--- config.mk ---
export PLATFORM = sky130hd
export DESIGN_NAME = arcade_input_mapper
export DESIGN_NICKNAME = d
export VERILOG_FILES = /design/src/rtl/arcade_input_mapper.sv
export SDC_FILE = /design/constraint.sdc
export NUM_CORES = 1
export LEC_CHECK = 0
export CAP_MARGIN = 20
export CORE_ASPECT_RATIO = 2
export CORE_MARGIN = 2
export CORE_UTILIZATION = 52
export CTS_CLUSTER_DIAMETER = 200
export DETAILED_ROUTE_END_ITERATION = 10
export PLACE_DENSITY = 0.82
export SETUP_SLACK_MARGIN = 0.5
export SYNTH_ARGS = -nofsm -noshare
export SYNTH_HDL_FRONTEND = slang
export SYNTH_SLANG_ARGS = --single-unit
--- constraint.sdc ---
create_clock -name clk_sys -period 3.4 [get_ports clk_sys]
set_input_delay 0.51 -clock clk_sys [delete_from_list [all_inputs] [get_ports clk_sys]]
set_output_delay 0.51 -clock clk_sys [all_outputs]
set_load 0.02 [all_outputs]
--- src/rtl/arcade_input_mapper.sv ---
// arcade_input_mapper: ps2_key toggle decode plus joystick OR into registered per-player control words; autofire under `AUTOFIRE_EN`.
// Latency: joystick 1 cycle, keyboard event 2 cycles; coin output stretched to at least COIN_PULSE cycles.
// Backpressure: none; every ps2 toggle and joystick sample is consumed in the cycle it arrives.
module arcade_input_mapper #(
  parameter int PLAYERS    = 2,
  parameter int BUTTONS    = 3,
  parameter int COIN_PULSE = 16,
  parameter int AF_PERIOD  = 4096
) (
  input  logic                           clk_sys,
  input  logic                           reset_n,
  input  logic [10:0]                    ps2_key,
  input  logic [PLAYERS*(BUTTONS+7)-1:0] joystick,
  input  logic [PLAYERS*BUTTONS-1:0]     autofire_sel,
  output logic [PLAYERS*(BUTTONS+7)-1:0] player,
  output logic [1:0]                     service
);
  localparam int P  = BUTTONS + 7;
  localparam int KP = (PLAYERS < 2) ? PLAYERS : 2;
  localparam int CW = $clog2(COIN_PULSE + 1);

  logic            tog_q, tog_d;
  logic            primed_q, primed_d;
  logic [KP*P-1:0] key_q, key_d;
  logic [1:0]      svc_q, svc_d;
  logic [1:0]      service_q, service_d;
  logic [2*P-1:0]  key_hit;
  logic [1:0]      svc_hit;
  logic            ps2_evt;

  // Keymap: one-hot hit mask over both keyboard players' vectors.
  always_comb begin
    key_hit = '0;
    svc_hit = '0;
    case (ps2_key[7:0])
      8'h75: if (ps2_key[8]) key_hit[3] = 1'b1;
      8'h72: if (ps2_key[8]) key_hit[2] = 1'b1;
      8'h6B: if (ps2_key[8]) key_hit[1] = 1'b1;
      8'h74: if (ps2_key[8]) key_hit[0] = 1'b1;
      8'h14: key_hit[4] = 1'b1;
      8'h11: if (BUTTONS > 1) key_hit[5] = 1'b1;
      8'h29: if (BUTTONS > 2) key_hit[6] = 1'b1;
      8'h16: key_hit[4+BUTTONS] = 1'b1;
      8'h2E: key_hit[5+BUTTONS] = 1'b1;
      8'h4D: key_hit[6+BUTTONS] = 1'b1;
      8'h2D: key_hit[P+3] = 1'b1;
      8'h2B: key_hit[P+2] = 1'b1;
      8'h23: key_hit[P+1] = 1'b1;
      8'h34: key_hit[P+0] = 1'b1;
      8'h1C: key_hit[P+4] = 1'b1;
      8'h1B: if (BUTTONS > 1) key_hit[P+5] = 1'b1;
      8'h15: if (BUTTONS > 2) key_hit[P+6] = 1'b1;
      8'h1E: key_hit[P+4+BUTTONS] = 1'b1;
      8'h36: key_hit[P+5+BUTTONS] = 1'b1;
      8'h46: svc_hit[0] = 1'b1;
      8'h45: svc_hit[1] = 1'b1;
      default: ;
    endcase
  end

  always_comb begin
    ps2_evt  = primed_q && (ps2_key[10] != tog_q);
    primed_d = 1'b1;
    // Priming and event both capture the toggle; otherwise it already equals tog_q.
    tog_d    = ps2_key[10];
    key_d    = key_q;
    svc_d    = svc_q;
    if (ps2_evt) begin
      key_d = (key_q & ~key_hit[KP*P-1:0]) | (key_hit[KP*P-1:0] & {(KP*P){ps2_key[9]}});
      svc_d = (svc_q & ~svc_hit) | (svc_hit & {2{ps2_key[9]}});
    end
    service_d = svc_q;
  end

  always_ff @(posedge clk_sys or negedge reset_n) begin
    if (!reset_n) begin
      tog_q     <= 1'b0;
      primed_q  <= 1'b0;
      key_q     <= '0;
      svc_q     <= '0;
      service_q <= '0;
    end else begin
      tog_q     <= tog_d;
      primed_q  <= primed_d;
      key_q     <= key_d;
      svc_q     <= svc_d;
      service_q <= service_d;
    end
  end

  assign service = service_q;

  if (KP < 2) begin : g_one_kbd
    logic unused_p2_hit;
    assign unused_p2_hit = ^key_hit[2*P-1:P];
  end

`ifdef AUTOFIRE_EN
  localparam int AW = $clog2(AF_PERIOD);
  logic [AW-1:0] af_cnt_q, af_cnt_d;
  logic          af_phase_q, af_phase_d;

  always_comb begin
    af_cnt_d   = af_cnt_q + AW'(1);
    af_phase_d = af_phase_q;
    if (af_cnt_q == AW'(AF_PERIOD - 1)) begin
      af_cnt_d   = '0;
      af_phase_d = ~af_phase_q;
    end
  end

  always_ff @(posedge clk_sys or negedge reset_n) begin
    if (!reset_n) begin
      af_cnt_q   <= '0;
      af_phase_q <= 1'b1;
    end else begin
      af_cnt_q   <= af_cnt_d;
      af_phase_q <= af_phase_d;
    end
  end
`else
  logic unused_af;
  assign unused_af = ^autofire_sel ^ AF_PERIOD[0];
`endif

  for (genvar g = 0; g < PLAYERS; g++) begin : g_plr
    logic [P-1:0]  kbd, raw, out_q, out_d;
    logic [CW-1:0] cnt_q, cnt_d;
    logic          coin_prev_q, coin_prev_d;
    logic          coin_start;

    if (g < KP) begin : g_kbd
      assign kbd = key_q[g*P +: P];
    end else begin : g_nokbd
      assign kbd = '0;
    end

    assign raw = joystick[g*P +: P] | kbd;

    // Coin sits at P-2; edges arriving during a running pulse are absorbed.
    always_comb begin
      coin_prev_d = raw[P-2];
      coin_start  = 1'b0;
      cnt_d       = cnt_q;
      if (cnt_q != '0) begin
        cnt_d = cnt_q - CW'(1);
      end else if (raw[P-2] && !coin_prev_q) begin
        cnt_d      = CW'(COIN_PULSE - 1);
        coin_start = 1'b1;
      end
      out_d      = raw;
      out_d[P-2] = (cnt_q != '0) || coin_start || raw[P-2];
`ifdef AUTOFIRE_EN
      out_d[4 +: BUTTONS] = raw[4 +: BUTTONS] &
                            (~autofire_sel[g*BUTTONS +: BUTTONS] | {BUTTONS{af_phase_q}});
`endif
    end

    always_ff @(posedge clk_sys or negedge reset_n) begin
      if (!reset_n) begin
        cnt_q       <= '0;
        coin_prev_q <= 1'b0;
        out_q       <= '0;
      end else begin
        cnt_q       <= cnt_d;
        coin_prev_q <= coin_prev_d;
        out_q       <= out_d;
      end
    end

    assign player[g*P +: P] = out_q;
  end

endmodule

==> results.md <==
* Outcome: complete, no violations
* WP data arrival at 2300 ps
* Cell Rows at 35
* M2 GR Usage at 32.1%
* Required time worst endpoint at 3610 ps
* MaxCap Viol Count at 0
* First-pass GRT wire length at 7620 um
* CP max FO at 7
* Clk buf depth at 2
* Met1 GRT Util at 24.4%
* CTS resizes at 0
* Post-synth EDFFs at 0
* Post-CTS setup buffer count at 0
* CP startpoint kind: primary input
* Vias at 1,643
* Layout cell share with drive strength beyond 1 at 15.2%
* Met3 GRT Util at 6.55%
* Via density at 5.49
* Top cell type's share of synthesized area at 59.4%
* Kind of critical path: primary input to flip-flop
* Die H at 100 um
* Initial core utilization at 53.2%
* DRT Wirelength at 4480 um
* Slew margin rel. at 51.9%
* Hold WS at 234 ps
* Syn Area/Cell at 12.8 sq um
* Core Util, Final at 69.2%
* Initial antenna violation count at 0
* Reg2Reg Depth at 5
* Core ar. at 0.00451 sq mm
* Post-synthesis register bit count at 57
* Detailed Routing Iterations Pass 1 at 4
* Seq/Total Area, Yosys at 59.4%
* Fillers at 324
* Area grow syn2layout at 30.0%
* Final setup fails at 0
* Reg area at 0.00143 sq mm
* Vias in the first global route at 1,677
* Fin. max-slew vios at 0
* Ranking of synthesized cells by area: dfrtp_1 (59%), mux2_1 (9.8%), nor4_1 (5.0%), or2_2 (4.4%), nand4bb_1 (2.3%)
* Fin crit period at 2090 ps
* Die ar. at 0.00521 sq mm
* Net Count, Synth at 228
* Cell taking the most area after synthesis: dfrtp_1
* Design Power at 0.00164 W
* Die width at 52.1 um
* Mapped Area at 0.00240 sq mm
* Fmax at 478 MHz
* Area of the multi-input gates at 902 sq um
* HP Class: primary input to asynchronous set/reset pin
* Post-synth ARST share at 100%
* CTS tree: built
* Crit share post-route at 61.6%
* Fin cells at 299
* Library cells used by synthesis at 32
* Most Used Layer, Global Route: met2
* PD cells at 526 mW/mm^2
* Number of clock sinks at 57
* VDD IR max at 0.000401 V
* Placed insts at 286
* Final Hold Viols at 0
* DRC viols at 0
* Largest net degree at the start of global routing at 33
* CTS Hold Bufs at 0
* Endpoint class of the critical path: flip-flop
* Leakage power total at 1.37 nW
* WL per Instance at 15.0 um
* Clk root buf: clkbuf_8
* Grt ovf at 0
* Number of port buffers at 54
* RSZ-0062 raised after global routing: false
* Synth Flop Type: dfrtp_1
* Num CTS Buffers at 9
* Final Wtd Congestion at 0.814
* Skew final at 9.23 ps
* Final ANT Viol Nets at 0
* Detailed router's first-iteration violation count at 22
* All-layer global routing usage at 20.0%
* Worst-Margin Slew at 712 ps
* Clk Latency, worst-skew pair at 330 ps
* Ant diodes at 0
* HPWL after DPL at 3290 um
* H-tree lvl count at 3
* Post-Syn Instances at 187
* Total negative slack at 0 ps
* Clk pin slew, worst setup/hold paths at 60 ps
* Nets at 283
* Synth Warn # at 0
* Io pins at 61
-- cells in the mapped netlist (2+ instances only) --
master / n
nor3_1: 2
a21boi_0: 2
nor4b_1: 2
o31a_1: 2
o21a_1: 2
dfrtp_1: 57
nand2b_1: 5
nor4_1: 19
nand4b_1: 4
clkbuf_1: 6
ha_1: 2
or2_2: 17
nor4_2: 3
nor2_1: 8
mux2i_1: 2
a21oi_1: 2
or3b_1: 2
buf_2: 4
mux2_1: 21
inv_1: 6
nand2_1: 3
or4b_1: 2
nand4bb_1: 5
-- per-layer routing --
metal / wire (um) / part of all wire [%]
met1: 1770 / 39
met2: 2310 / 51
met3: 314 / 7.0
met4: 91 / 2.0
met5: 0 / 0
-- area by class of cell --
cell class | count | area share [%]
inverters | 6 | 0.722
multi-input cells | 112 | 28.9
flip-flops and latches | 57 | 45.7
well taps | 55 | 2.21
clock inverters | 1 | 0.160
repair buffers | 56 | 17.6
clock buffers | 12 | 4.65
-- critical path, stage by stage --
cell	delay, ps
clkdlybuf4s50_1	500
or3b_1	500
nor4_1	420
mux2_1	370
-- worst paths after layout --
path                                    from                         end  slack [ps]
setup / recovery                  ps2_key[5]                   flip-flop        1310
hold / removal                       reset_n  asynchronous set/reset pin         230
setup reg to reg           g_plr[1].cnt_q[0]           g_plr[1].cnt_q[1]        1520
hold reg to reg                    flip-flop                  service[1]         380
max in group asynchronous            reset_n           g_plr[0].out_q[1]        2380
min in group clk_sys               flip-flop                  service[1]         380
-- logic make-up (layout without fill, tap and decap cells) --
kind of cell    after synthesis  after routing  share of synthesized area [%]
simple gates                 75             75                           22.2
flops                        57             57                           59.4
mux                          23             23                           10.7
buf+inv                      18             75                           3.33
compound gates               10             10                           2.81
fa+ha+maj                     2              2                           1.04
other cells                   1              1                          0.156
xor+xnor                      1              1                          0.365
-- report_power, final --
part | total (W) | switching, W | internal, W
clock network | 0.000493 | 0.000222 | 0.000270
logic | 0.000336 | 0.000170 | 0.000166
registers | 0.000813 | 0.0000572 | 0.000756
-- through the flow --
step	setup slack [ps]	cell area, sq um
after floorplan	1550	2400
after global placement	988	2970
after detailed placement	967	2970
after CTS	1310	3120
after global routing	1220	3120
final	1310	3120
-- cell usage in the layout, fill, tap and decap left out, types with 2 or more instances in the layout --
cell type and n:
a21boi_0 2, or3b_1 2, dfrtp_1 57, inv_1 6, nor2_1 8, nand2_1 3
buf_4 2, or4b_1 2, nor3_1 2, ha_1 2, nand2b_1 5, nor4b_1 2
a21oi_1 2, nand4b_1 4, nor4_1 19, mux2i_1 2, clkbuf_1 2, o31a_1 2
or2_2 17, mux2_1 21, nor4_2 3, o21a_1 2, clkbuf_8 10, nand4bb_1 5
clkdlybuf4s50_1 53
(Power assumes the default switching activity.)
